<file path="src/rtl/alu_sequencer.sv">
// Issue/retire wrapper around a registered ALU: one operation in flight, {result, zero} returned downstream.
// Latency: res_valid 3 cycles after accept (2 with ALU_SEQ_LOCAL_ZERO_EN, flag computed locally from alu_out).
// Backpressure: cmd_ready only in IDLE; result held in DONE until res_ready, no new command accepted meanwhile.
module alu_sequencer #(
    parameter int N = 8
) (
    input  logic         clk,
    input  logic         rst,
    input  logic         cmd_valid,
    output logic         cmd_ready,
    input  logic [N-1:0] cmd_a,
    input  logic [N-1:0] cmd_b,
    input  logic [1:0]   cmd_op,
    output logic [N-1:0] alu_in1,
    output logic [N-1:0] alu_in2,
    output logic [1:0]   alu_op,
    input  logic [N-1:0] alu_out,
    input  logic [N-1:0] alu_z,
    output logic         res_valid,
    input  logic         res_ready,
    output logic [N-1:0] res_data,
    output logic         res_zero,
    output logic         busy
);

    typedef enum logic [2:0] {
        IDLE   = 3'd0,
        EXEC   = 3'd1,
        WAIT_R = 3'd2,
        WAIT_Z = 3'd3,
        DONE   = 3'd4
    } state_t;

    state_t state;
    state_t state_nxt;

    always_ff @(posedge clk) begin
        if (rst) begin
            state <= IDLE;
        end else begin
            state <= state_nxt;
        end
    end

    always_comb begin
        state_nxt = state;
        case (state)
            IDLE:    if (cmd_valid) state_nxt = EXEC;
            EXEC:    state_nxt = WAIT_R;
`ifdef ALU_SEQ_LOCAL_ZERO_EN
            WAIT_R:  state_nxt = DONE;
`else
            WAIT_R:  state_nxt = WAIT_Z;
            WAIT_Z:  state_nxt = DONE;
`endif
            DONE:    if (res_ready) state_nxt = IDLE;
            default: state_nxt = IDLE;
        endcase
    end

    always_comb begin
        cmd_ready = (state == IDLE) && !rst;
        busy      = (state != IDLE);
    end

    // Operand registers only move on an accept; results only on their capture edges.
    always_ff @(posedge clk) begin
        if (rst) begin
            alu_in1   <= '0;
            alu_in2   <= '0;
            alu_op    <= '0;
            res_valid <= 1'b0;
            res_data  <= '0;
            res_zero  <= 1'b0;
        end else begin
            case (state)
                IDLE: begin
                    if (cmd_valid) begin
                        alu_in1 <= cmd_a;
                        alu_in2 <= cmd_b;
                        alu_op  <= cmd_op;
                    end
                end
                WAIT_R: begin
                    res_data <= alu_out;
`ifdef ALU_SEQ_LOCAL_ZERO_EN
                    res_zero  <= (alu_out == '0);
                    res_valid <= 1'b1;
`endif
                end
`ifndef ALU_SEQ_LOCAL_ZERO_EN
                // The ALU's z lags its result by one cycle, so the flag is taken here, not in WAIT_R.
                WAIT_Z: begin
                    res_zero  <= alu_z[0];
                    res_valid <= 1'b1;
                end
`endif
                DONE: begin
                    if (res_ready) res_valid <= 1'b0;
                end
                default: ;
            endcase
        end
    end

    logic unused_z;
`ifdef ALU_SEQ_LOCAL_ZERO_EN
    assign unused_z = ^alu_z;
`else
    assign unused_z = ^alu_z[N-1:1];
`endif

endmodule

</file>
<file path="config.mk">
export PLATFORM = sky130hd
export DESIGN_NAME = alu_sequencer
export DESIGN_NICKNAME = d
export VERILOG_FILES = /design/src/rtl/alu_sequencer.sv
export SDC_FILE = /design/constraint.sdc
export NUM_CORES = 1
export LEC_CHECK = 0
export CORE_AREA = 2 2 62 64
export CTS_BUF_LIST = sky130_fd_sc_hd__clkbuf_4
export DETAILED_ROUTE_END_ITERATION = 16
export DIE_AREA = 0 0 64 66
export PLACE_DENSITY_LB_ADDON = 0.2
export SYNTH_ARGS = -nofsm -noshare
export SYNTH_HDL_FRONTEND = slang
export SYNTH_SLANG_ARGS = --single-unit
</file>
<file path="constraint.sdc">
create_clock -name clk -period 1.56 [get_ports clk]
set_input_delay 0.468 -clock clk [delete_from_list [all_inputs] [get_ports clk]]
set_output_delay 0.468 -clock clk [all_outputs]
set_load 0.02 [all_outputs]
</file>
# After elaboration in Yosys (flattened, before gate mapping)
# Cells that the tools add are included.
dict set report word_totals {
  n_memories 0
  register_bits 31
  wordCells 26
  input_bits 38
  rom_bits 0
  output_inout_bits 30
  mem_bits_rw 0
  latch_bits 0
}
dict set report op_classes {
  n_reduce_logical 8
  n_bitwise 0
  shifts 0
  add_sub_neg 0
  eq_ne 6
  magnitude_cmp 0
  muxes 5
  n_mul 0
  n_div 0
}
# op n
set ops {}
lappend ops {{3-bit one-hot mux with 5 select lines} 1}
lappend ops {{3-bit by 2-bit == test with 1-bit output, second input constant} 2}
lappend ops {{3-bit 2-to-1 mux} 2}
lappend ops {{2-bit AND reduction} 3}
lappend ops {{2-bit inequality test, second input constant} 2}
lappend ops {{3-bit by 1-bit == test with 1-bit output, second input constant} 1}
lappend ops {{3-bit == test, second input constant} 1}
lappend ops {{3-bit zero test} 1}
lappend ops {{3-bit nonzero test} 1}
lappend ops {{1-bit one-hot mux with 2 select lines} 1}
lappend ops {{2-bit nonzero test} 1}
lappend ops {{1-bit logical AND} 1}
lappend ops {{1-bit zero test} 1}
lappend ops {{1-bit 2-to-1 mux} 1}

# Logic depth before layout (Yosys ltp)
dict set report depth {
  depth_word 3
  depth_mapped 5
  ltp_nobuf 2
}

# Least setup slack after synthesis
# No wires, ideal clock.
dict set report synth_path {
  path_kind {input port to output port}
  start {input rst}
  end {output cmd_ready}
  slack_ns -0.319
  t_arrival_ns 1.411
  path_stages 3
  t_required_ns 1.092
  n_path_buf 2
  cell_sequence {clkbuf_1 > clkbuf_1 > nor4_1}
}
dict set report synth_between {
  elab_chain_len 2
}
# element line
set synth_rtl {}
lappend synth_rtl {{start: declaration} 8} ;# input logic rst,
lappend synth_rtl {{1-bit zero test} 62} ;# cmd_ready = (state == IDLE) && !rst;
lappend synth_rtl {{1-bit logical AND} 62}
lappend synth_rtl {{end: declaration} 10} ;# output logic cmd_ready,
# Every way passes these cells.

# Worst setup path after layout
dict set report layout_path {
  start {register state[1]}
  end {output cmd_ready}
}
dict set report layout_between {
  elab_chain_len 2
}
# element line
set layout_rtl {}
lappend layout_rtl {{start: declaration} 34} ;# state_t state;
lappend layout_rtl {{start signal: assignment} 41} ;# state <= state_nxt;
lappend layout_rtl {{3-bit zero test} 62}
lappend layout_rtl {{1-bit logical AND} 62}
# Every way passes these cells.

==> results.json <==
{
  "status": "finished with violations",
  "violations": "setup timing",
  "detail-route-antenna-nets": 0,
  "grt_overflow_total": 0,
  "synth-xor-area-share": 0.00607,
  "first_iter_violations": 32,
  "hold_depth": 2,
  "cts.htree.levels": 2,
  "min_period_over_period": 1.06,
  "grt_pass1_vias": 1215,
  "synth_edf_count": 0,
  "synthesis.nets": 178,
  "synth_top_family_by_area": "simple AND/OR/NAND/NOR gates",
  "post_dp_cell_area_mm2": 0.00210,
  "root_buffer": "clkbuf_4",
  "critPathSlowestCell": "dfxtp_4",
  "finClkSkew_ns": 0.00988,
  "wl_um": 3090,
  "drc_errors": 0,
  "start_kind": "flop",
  "finalWorstSetupSlack_ns": -0.0983,
  "netlist_area_mm2": 0.00144,
  "yosysWarnings": 0,
  "final_core_util": 0.603,
  "routed_via_density": 4.56,
  "syn_area_per_cell_um2": 10.3,
  "syn_to_final_growth_pct": 48.4,
  "coreArea_mm2": 0.00355,
  "vdd_drop_max_v": 0.000486,
  "leakage_uw": 0.000932,
  "pin_count": 68,
  "place.port_buffers": 60,
  "yosysSeqAreaShare": 0.430,
  "wl_per_cell_um": 12.3,
  "path_depth": 3,
  "die_area_mm2": 0.00422,
  "rsz0062_at_grt": "true",
  "fmax_ghz": 0.603,
  "drv_cap": 0,
  "synth.distinct_cells": 21,
  "cts_max_path_buffers": 2,
  "numCtsBuffers": 5,
  "ys_ff_latch": 31,
  "first_pass_iters": 4,
  "grt_usage": 0.171,
  "fin_area_mm2": 0.00214,
  "async_flop_share": 0,
  "insertion_delay_ns": 0.32,
  "maxSlewHeadroom": 0.738,
  "synthMuxAreaShare": 0.187,
  "vias": 1145,
  "reg2regPathDepth": 5,
  "yosys.area_share.simple": 0.301,
  "critical_path_required_ns": 1.09,
  "hold_violations": 0,
  "critPathKind": "flop to output port",
  "cp_slowest_stage_delay_ns": 0.35,
  "min_period_ns": 1.66,
  "dp_hpwl_um": 2270,
  "layout.nets": 242,
  "grt_pass1_wl_um": 5460,
  "hold_buffers": 0,
  "cp_max_fo": 3,
  "hp-class": "flop to flop",
  "finalSetupViolCount": 2,
  "drive_above_1_share": 0.113,
  "crit_arrival_ns": 1.19,
  "cts_tree": "done",
  "cts.sinks": 31,
  "routabilityCongestion": 0.697,
  "clkTransAtPathRegs_ns": 0.09,
  "rrSetupSlack_ns": 0.11,
  "postSynthCellCount": 140,
  "synth.top_cell.area_share": 0.430,
  "dp_slack_ns": -0.668,
  "final_common_cell": "nand2b_1",
  "fin_setup_tns_ns": -0.180,
  "die_h_um": 66,
  "power_density_mw_per_mm2": 862,
  "synthAdderAreaFrac": 0,
  "grt_max_degree": 59,
  "fillCellCount": 318,
  "final_cell_mix": "nand2b_1 (55), dfxtp_1 (29), clkdlybuf4s50_1 (29)",
  "antenna_found_initial": 0,
  "num_rows": 22,
  "synthFlopType": "dfxtp_1",
  "die_w_um": 64,
  "diodes": 0,
  "totalPowerFinal_uw": 1850,
  "drv_slew": 0,
  "endpoint_kind": "output port",
  "synth.largest_area_cell": "dfxtp_1",
  "crit_chain": "buf_6, nor4_4, buf_4",
  "cpLargestDelayFamily": "flip-flops",
  "worst_pin_slew_ns": 0.393,
  "synthTopCellsByArea": "dfxtp_1 (43%), nand2b_1 (24%), mux2i_1 (19%)",
  "start_util": 0.407,
  "crit_buf_inv": 2,
  "synth_compound_area_frac": 0.0139
}
## logic make-up (layout without fill, tap and decap cells)
logic type,count (synthesis),in the layout
AOI/OAI and AO/OA,3,3
xor gates and xnor gates,1,1
buffers and inverters,13,76
DFF,31,31
muxes,27,27
and+or+nand+nor,65,65
## layer usage
metal	wire [µm]	global-route usage
met5	0	0
met3	312	0.0886
met1	1240	0.171
met2	1520	0.307
met4	18	0.0489
## worst paths after layout
path,from,endpoint
setup reg to reg,state[0]$_SDFFE_PP0P_,alu_in2[2]$_SDFFE_PP0P_
hold / removal,res_data[5]$_SDFFE_PP0P_,res_data[5]$_SDFFE_PP0P_
setup / recovery,state[1]$_SDFFE_PP0P_,cmd_ready
hold reg to reg,res_data[5]$_SDFFE_PP0P_,res_data[5]$_SDFFE_PP0P_
## state kept, by name (all words and copies together), names as in the netlist
register	count
alu_in1	8
alu_in2	8
res_data	8
state	3
alu_op	2
res_valid	1
res_zero	1
## worst register-to-register path: cells and delay by family (launching register included)
| kind | cells | cell delay [ns] |
|---|---|---|
| buffers and inverters | 3 | 0.47 |
| flip-flops | 1 | 0.33 |
| multiplexers | 1 | 0.19 |
| AND/OR/NAND/NOR | 1 | 0.37 |
## power by group
part,internal [µW],switching [µW]
combinational,288,244
sequential,858,33.5
clock,177,244
## cell type report
cell class                 instances  area (µm²)  share of cell area
sequential                        31         626               0.292
tap                               48        60.1              0.0280
clock buffer                       6        45.0              0.0210
inverter                           1        3.75             0.00175
multi-input combinational         96         752               0.351
timing repair buffer              69         656               0.306
## Yosys cell counts (all sizes together) (2+ instances only)
cell and instances:
clkbuf 6, nand2b 55, dfxtp 31, buf 6, nor4 2, mux2i 27
## repair_timing
item / 4_1_cts / 5_1_grt
buffers inserted: 2 / 1
endpoints found under the setup margin: 30 / 6
gates cloned: 0 / 0
pin swaps: 0 / 1
resized for setup: 45 / 3
## per-stage QoR
stage,hold WS [ns],std cells
3_3_place_gp,0.457,243
4_1_cts,0.480,251
2_1_floorplan,0.536,140
3_5_place_dp,0.464,243
6_report,0.474,251
5_1_grt,0.501,251
Power figures use the tool's default switching activity.
